<file path="config.mk">
export PLATFORM = sky130hd
export DESIGN_NAME = data_cache
export DESIGN_NICKNAME = d
export VERILOG_FILES = /design/src/rtl/data_cache_pkg.sv /design/src/rtl/data_cache_cache_line_array.sv /design/src/rtl/data_cache.sv
export SDC_FILE = /design/constraint.sdc
export NUM_CORES = 2
export LEC_CHECK = 0
export ABC_AREA = 1
export ABC_CLOCK_PERIOD_IN_PS = 6550
export CORE_MARGIN = 2
export CORE_UTILIZATION = 55
export CTS_CLUSTER_DIAMETER = 80
export DETAILED_ROUTE_END_ITERATION = 16
export MAX_ROUTING_LAYER = met4
export PLACE_DENSITY = 0.81
export SETUP_SLACK_MARGIN = 0.4
export SLEW_MARGIN = 25
export SYNTH_ARGS = -nofsm -noshare
export SYNTH_HDL_FRONTEND = slang
export SYNTH_SLANG_ARGS = --single-unit
</file>
<file path="constraint.sdc">
create_clock -name clk -period 6.55 [get_ports clk]
set_clock_uncertainty 0.2 [all_clocks]
set_input_delay 1.31 -clock clk [delete_from_list [all_inputs] [get_ports clk]]
set_output_delay 1.31 -clock clk [all_outputs]
set_load 0.005 [all_outputs]
</file>
<file path="src/rtl/data_cache_pkg.sv">
// Shared definitions for the direct-mapped data cache: address geometry,
// default line organisation and the controller state encoding.
package data_cache_pkg;

    localparam int ADDR_WIDTH   = 32;
    localparam int INDEX_WIDTH  = 4;
    localparam int OFFSET_WIDTH = 4;
    localparam int TAG_WIDTH    = ADDR_WIDTH - INDEX_WIDTH - OFFSET_WIDTH;

    localparam int DEFAULT_LINE_NUM    = 1 << INDEX_WIDTH;
    localparam int DEFAULT_BLOCK_WORDS = 1 << (OFFSET_WIDTH - 2);

    typedef enum logic [2:0] {
        IDLE      = 3'd0,
        LOOKUP    = 3'd1,
        WRITEBACK = 3'd2,
        FILL_REQ  = 3'd3,
        FILL_WAIT = 3'd4
    } cache_state_t;

endpackage

</file>
<file path="src/rtl/data_cache_cache_line_array.sv">
// Tag, valid, dirty and data storage for the direct-mapped cache.
// One combinational read port selected by i_index and a synchronous write
// port used either for a whole-line fill or for a single-word store.
module cache_line_array
    import data_cache_pkg::*;
#(
    parameter int LINE_NUM    = DEFAULT_LINE_NUM,
    parameter int BLOCK_WORDS = DEFAULT_BLOCK_WORDS,
    parameter int TAG_W       = TAG_WIDTH,
    parameter int IDX_W       = $clog2(LINE_NUM),
    parameter int WORD_W      = $clog2(BLOCK_WORDS)
) (
    input  logic                      clk,
    input  logic                      reset,
    input  logic [IDX_W-1:0]          i_index,
    output logic                      o_valid,
    output logic                      o_dirty,
    output logic [TAG_W-1:0]          o_tag,
    output logic [32*BLOCK_WORDS-1:0] o_data,
    input  logic                      i_fillEn,
    input  logic [TAG_W-1:0]          i_fillTag,
    input  logic [32*BLOCK_WORDS-1:0] i_fillData,
    input  logic                      i_storeEn,
    input  logic [WORD_W-1:0]         i_storeWord,
    input  logic [31:0]               i_storeData
);

    logic [LINE_NUM-1:0]      r_valid;
    logic [LINE_NUM-1:0]      r_dirty;
    logic [TAG_W-1:0]         r_tag  [LINE_NUM];
    logic [32*BLOCK_WORDS-1:0] r_data [LINE_NUM];

    assign o_valid = r_valid[i_index];
    assign o_dirty = r_dirty[i_index];
    assign o_tag   = r_tag[i_index];
    assign o_data  = r_data[i_index];

    // Line status bits: reset invalidates every line; a fill makes the line clean, a store dirties it
    always_ff @(posedge clk or negedge reset) begin
        if (!reset) begin
            r_valid <= '0;
            r_dirty <= '0;
        end else if (i_fillEn) begin
            r_valid[i_index] <= 1'b1;
            r_dirty[i_index] <= 1'b0;
        end else if (i_storeEn) begin
            r_dirty[i_index] <= 1'b1;
        end
    end

    // Tag and data payload; contents are meaningless until the valid bit is set, so no reset
    always_ff @(posedge clk) begin
        if (i_fillEn) begin
            r_tag[i_index]  <= i_fillTag;
            r_data[i_index] <= i_fillData;
        end else if (i_storeEn) begin
            r_data[i_index][{i_storeWord, 5'b0} +: 32] <= i_storeData;
        end
    end

endmodule

</file>
<file path="src/rtl/data_cache.sv">
// Direct-mapped write-back, write-allocate data cache for the MEM stage.
// A request is latched on acceptance, looked up for one cycle, and on a miss
// the victim is written back (if dirty) before the line is refilled and the
// lookup repeated. Completion is decoded from the LOOKUP state so that a hit
// completes in the cycle directly after acceptance.
module data_cache
    import data_cache_pkg::*;
#(
    parameter int LINE_NUM    = DEFAULT_LINE_NUM,
    parameter int BLOCK_WORDS = DEFAULT_BLOCK_WORDS
) (
    input  logic                      clk,
    input  logic                      reset,
    input  logic                      is_input_valid,
    input  logic [31:0]               addr,
    input  logic                      mem_rw,
    input  logic [31:0]               din,
    output logic                      is_ready,
    output logic                      is_output_valid,
    output logic [31:0]               dout,
    output logic                      is_hit,
    output logic                      mem_req_valid,
    input  logic                      mem_req_ready,
    output logic                      mem_req_write,
    output logic [31:0]               mem_req_addr,
    output logic [32*BLOCK_WORDS-1:0] mem_req_data,
    input  logic                      mem_resp_valid,
    input  logic [32*BLOCK_WORDS-1:0] mem_resp_data,
    output logic [31:0]               hit_count,
    output logic [31:0]               miss_count
);

    localparam int IDX_W  = $clog2(LINE_NUM);
    localparam int WORD_W = $clog2(BLOCK_WORDS);
    localparam int OFF_W  = WORD_W + 2;
    localparam int TAG_W  = ADDR_WIDTH - IDX_W - OFF_W;
    localparam logic [31:0] OFF_MASK = 32'((64'd1 << OFF_W) - 64'd1);

    cache_state_t r_state;
    logic [31:0]  r_addr;
    logic [31:0]  r_din;
    logic         r_rw;
    logic         r_ready;
    logic         r_missed;
    logic [31:0]  r_hitCount;
    logic [31:0]  r_missCount;

    logic [IDX_W-1:0]          w_index;
    logic [TAG_W-1:0]          w_tag;
    logic [WORD_W-1:0]         w_word;
    logic                      w_lineValid;
    logic                      w_lineDirty;
    logic [TAG_W-1:0]          w_lineTag;
    logic [32*BLOCK_WORDS-1:0] w_lineData;
    logic [31:0]               w_selWord;
    logic                      w_hit;
    logic                      w_complete;
    logic                      w_fillEn;
    logic                      w_storeEn;

    assign w_index = r_addr[OFF_W +: IDX_W];
    assign w_tag   = r_addr[31 -: TAG_W];
    assign w_word  = r_addr[2 +: WORD_W];

    cache_line_array #(
        .LINE_NUM    (LINE_NUM),
        .BLOCK_WORDS (BLOCK_WORDS),
        .TAG_W       (TAG_W),
        .IDX_W       (IDX_W),
        .WORD_W      (WORD_W)
    ) u_lines (
        .clk         (clk),
        .reset       (reset),
        .i_index     (w_index),
        .o_valid     (w_lineValid),
        .o_dirty     (w_lineDirty),
        .o_tag       (w_lineTag),
        .o_data      (w_lineData),
        .i_fillEn    (w_fillEn),
        .i_fillTag   (w_tag),
        .i_fillData  (mem_resp_data),
        .i_storeEn   (w_storeEn),
        .i_storeWord (w_word),
        .i_storeData (r_din)
    );

    assign w_selWord  = w_lineData[{w_word, 5'b0} +: 32];
    assign w_hit      = w_lineValid && (w_lineTag == w_tag);
    assign w_complete = (r_state == LOOKUP) && w_hit;
    assign w_fillEn   = (r_state == FILL_WAIT) && mem_resp_valid;
    assign w_storeEn  = w_complete && r_rw;

    assign is_ready        = r_ready;
    assign is_output_valid = w_complete;
    assign is_hit          = w_complete && !r_missed;
    assign dout            = (w_complete && !r_rw) ? w_selWord : 32'd0;
    assign hit_count       = r_hitCount;
    assign miss_count      = r_missCount;

    // Memory request channel: victim writeback or block-aligned fill, held until accepted
    always_comb begin
        mem_req_valid = 1'b0;
        mem_req_write = 1'b0;
        mem_req_addr  = 32'd0;
        mem_req_data  = '0;
        case (r_state)
            WRITEBACK: begin
                mem_req_valid = 1'b1;
                mem_req_write = 1'b1;
                mem_req_addr  = {w_lineTag, w_index, {OFF_W{1'b0}}};
                mem_req_data  = w_lineData;
            end
            FILL_REQ: begin
                mem_req_valid = 1'b1;
                mem_req_addr  = r_addr & ~OFF_MASK;
            end
            default: ;
        endcase
    end

    // Controller: request latching, miss handling sequence and first-lookup statistics
    always_ff @(posedge clk or negedge reset) begin
        if (!reset) begin
            r_state     <= IDLE;
            r_addr      <= 32'd0;
            r_din       <= 32'd0;
            r_rw        <= 1'b0;
            r_ready     <= 1'b0;
            r_missed    <= 1'b0;
            r_hitCount  <= 32'd0;
            r_missCount <= 32'd0;
        end else begin
            case (r_state)
                IDLE: begin
                    if (r_ready && is_input_valid) begin
                        r_addr   <= addr;
                        r_din    <= din;
                        r_rw     <= mem_rw;
                        r_missed <= 1'b0;
                        r_ready  <= 1'b0;
                        r_state  <= LOOKUP;
                    end else begin
                        r_ready <= 1'b1;
                    end
                end
                LOOKUP: begin
                    if (w_hit) begin
                        if (!r_missed) begin
                            r_hitCount <= r_hitCount + 32'd1;
                        end
                        r_ready <= 1'b1;
                        r_state <= IDLE;
                    end else begin
                        if (!r_missed) begin
                            r_missCount <= r_missCount + 32'd1;
                        end
                        r_missed <= 1'b1;
                        r_state  <= (w_lineValid && w_lineDirty) ? WRITEBACK : FILL_REQ;
                    end
                end
                WRITEBACK: begin
                    if (mem_req_ready) begin
                        r_state <= FILL_REQ;
                    end
                end
                FILL_REQ: begin
                    if (mem_req_ready) begin
                        r_state <= FILL_WAIT;
                    end
                end
                FILL_WAIT: begin
                    if (mem_resp_valid) begin
                        r_state <= LOOKUP;
                    end
                end
                default: begin
                    r_ready <= 1'b0;
                    r_state <= IDLE;
                end
            endcase
        end
    end

endmodule

</file>
==> flow_metrics.env <==
export IMPL_postRouteAntennaNets=0
export IMPL_vias_per_cell=6.78
export IMPL_cts_sinks=2596
export IMPL_final_layout_size_suffix_gt1_share_pct=10.7
export IMPL_cp_data_arrival_time_ns=4.80
export IMPL_crit_type="register to output port"
export IMPL_total_power_w=0.0554
export IMPL_yosys_most_used_dff="edfxtp_1"
export IMPL_place_ws_ns=0.339
export IMPL_fp_row_count=159
export IMPL_clock_path_buffers=3
export IMPL_setup_tns_ns=0
export IMPL_max_stage_delay_ns=0.60
export IMPL_wire_per_inst_um=31.9
export IMPL_crit_chain="buf_4 > buf_4 > nor2_4 > buf_12 > buf_12 > buf_16 > a22oi_1 > nand2_1 > a22o_1 > a211oi_1 > a21oi_1 > nand2_2 > a21oi_2 > clkdlybuf4s50_1"
export IMPL_power_density_nw_per_um2=447
export IMPL_grt_pass1_wl_um=498000
export IMPL_cp_end_kind="output port"
export IMPL_place_congestion=1.01
export IMPL_final_common_cell="edfxtp_1"
export IMPL_status="complete, no violations"
export IMPL_first_iter_violations=13983
export IMPL_netlist_area_um2=104000
export IMPL_layout_nets=8652
export IMPL_totalWireLength_um=356000
export IMPL_finalMaxSlewViolations=0
export IMPL_tightest_slew_ns=1.10
export IMPL_portBuffers=452
export IMPL_grt_setup_unrepaired="yes"
export IMPL_drc=0
export IMPL_synth_edf_count=2432
export IMPL_setup_violations=0
export IMPL_io_pins=459
export IMPL_max_cap_viol_count=0
export IMPL_firstDrtPassIters=10
export IMPL_vias=75801
export IMPL_fin_crit_sh_pct=96.4
export IMPL_synth_cells=7947
export IMPL_vdd_drop_max_uv=498
export IMPL_cp_depth=14
export IMPL_final_cell_mix="2432 x edfxtp_1, 2045 x nand2_1, 1034 x a22oi_1"
export IMPL_p_leak_nw=42.9
export IMPL_startpoint_type="register"
export IMPL_hold_violations=0
export IMPL_numCtsBuffers=237
export IMPL_die_area_um2=193000
export IMPL_crit_end="dout[15]"
export IMPL_fmax_mhz=158
export IMPL_die_w_um=439
export IMPL_r2r_slack_ns=1.31
export IMPL_clk_latency_ns=0.92
export IMPL_synth_warnings=0
export IMPL_post_route_min_period_ns=6.31
export IMPL_synth_ff_latch_count=2596
export IMPL_synthArstFlopShare_pct=6.32
export IMPL_hpwl_um=197000
export IMPL_synth_cell_type_count=34
export IMPL_r2r_start="r_addr[5]$_DFFE_PN0P_"
export IMPL_grt_use_total_pct=36.9
export IMPL_grt_pass1_vias=72833
export IMPL_r2r_end="u_lines.r_data[12][104]$_DFFE_PP_"
export IMPL_antenna_found_initial=24
export IMPL_path_buf_inv=6
export IMPL_die_height_um=439
export IMPL_min_path_type="register to register"
export IMPL_fin_ws_ns=0.238
export IMPL_maxSlewHeadroom_pct=26.3
export IMPL_r2r_cells=20
export IMPL_cts_reportedPaths_clkPinSlew_ns=0.06
export IMPL_worstPathMaxFanout=75
export IMPL_core_um2=188000
export IMPL_cts_tree="built"
export IMPL_synthToLayoutAreaGrowth_pct=18.7
export IMPL_start_util_pct=55.5
export IMPL_cts_root_buf="clkbuf_16"
export IMPL_htree_levels=4
export IMPL_syn_mean_instance_area_um2=13.1
export IMPL_crit_family="compound AO/OA/AOI/OAI gates"
export IMPL_grt_max_degree=150
export IMPL_grt_overflow=0
export IMPL_cp_slowest_cell="a211oi_1"
export IMPL_cp_required_ns=5.04
export IMPL_synth_seq_area_share_pct=74.0
export IMPL_setup_worst_path_start="r_addr[5]$_DFFE_PN0P_"
==> how the worst min path moves through the flow <==
stage	start	to	slack, ns	depth (start not counted)
final	u_lines.r_valid[4]$_DFFE_PN0P_	u_lines.r_valid[4]$_DFFE_PN0P_	0.28	1
after global routing	u_lines.r_valid[0]$_DFFE_PN0P_	u_lines.r_valid[0]$_DFFE_PN0P_	0.30	1
after CTS	u_lines.r_valid[13]$_DFFE_PN0P_	u_lines.r_valid[13]$_DFFE_PN0P_	0.27	2
after detailed placement	u_lines.r_valid[5]$_DFFE_PN0P_	u_lines.r_valid[5]$_DFFE_PN0P_	0.26	2
after global placement	u_lines.r_valid[15]$_DFFE_PN0P_	u_lines.r_valid[15]$_DFFE_PN0P_	0.24	2
after floorplan	u_lines.r_valid[13]$_DFFE_PN0P_	u_lines.r_valid[13]$_DFFE_PN0P_	0.22	2
==> cells in the mapped netlist, drive strengths merged (4+ instances only) <==
library cell | n | area [um2]
edfxtp | 2432 | 73000
nand2 | 2057 | 7720
a22oi | 1034 | 7760
clkbuf | 458 | 1720
nor2 | 405 | 1520
a21oi | 261 | 1310
a21boi | 193 | 1450
nand4 | 176 | 1100
dfrtp | 164 | 4100
inv | 129 | 484
o21ai | 126 | 631
nand3 | 100 | 500
a2111oi | 96 | 841
buf | 83 | 374
xor2 | 47 | 412
nor3 | 41 | 210
a211oi | 32 | 240
a22o | 32 | 280
o22ai | 24 | 150
nor4 | 17 | 106
xnor2 | 14 | 123
or2 | 11 | 68.8
ha | 7 | 87.6
clkinv | 4 | 15.0
==> layout make-up <==
| class | count | area, um2 |
|---|---|---|
| Clock buffer | 297 | 6350 |
| Timing Repair Buffer | 794 | 8530 |
| Fill cell | 12134 | 64200 |
| Inverter | 133 | 571 |
| Multi-Input combinational cell | 4680 | 26200 |
| Timing Repair inverter | 5 | 53.8 |
| Sequential cell | 2596 | 77100 |
| Clock inverter | 149 | 1780 |
| Antenna cell | 30 | 75.1 |
| Tap cell | 2495 | 3120 |
==> cell families after synthesis <==
logic type / after synthesis / share of synthesized area [%]
other cells: 1 / 0.00360
buf+inv: 674 / 2.49
simple gates: 2808 / 10.8
flops: 2596 / 74.0
xor+xnor: 61 / 0.512
fa+ha+maj: 7 / 0.0840
compound gates: 1800 / 12.2
==> stage by stage <==
stage	cell area (um2)	util, %	std cells	hold WS, ns
floorplan	104000	-	7950	0.224
global placement	114000	60.5	10637	0.242
detailed placement	114000	60.6	10641	0.258
CTS	123000	65.4	11121	0.265
global route	124000	65.8	11173	0.296
finish	124000	65.9	11179	0.277
==> power by group <==
group / internal, W / total [W] / switching (W)
Clock: 0.00807 / 0.0144 / 0.00635
Sequential: 0.0188 / 0.0198 / 0.000943
Combinational: 0.00655 / 0.0212 / 0.0146
Total: 0.0335 / 0.0554 / 0.0219
==> registers in the layout, summed over array words and instances, names as in the netlist, named ones only <==
| signal | count |
|---|---|
| u_lines.r_data | 2048 |
| u_lines.r_tag | 384 |
| hit_count | 32 |
| miss_count | 32 |
| r_din | 32 |
| r_addr | 30 |
| u_lines.r_valid | 16 |
| r_state | 3 |
| is_ready | 1 |
| r_missed | 1 |
| r_rw | 1 |
==> metal layers <==
layer  vias up  global-route usage (%)  part of all wire [%]
met5         -                       -                     0
met4         0                    28.5                   9.4
met3      1618                    11.6                    15
met2      7249                    53.0                    44
met1     36238                    43.4                    31
li1      30696                       -                     -
==> what timing repair did <==
item                       4_1_cts  5_1_grt
gates cloned                    14        9
setup endpoints to repair       91       34
hold buffers                     0        0
resized for setup               84       84
buffers inserted                20       14
pin swaps                        6        4
Note: power is estimated with default switching activity, not from simulation.
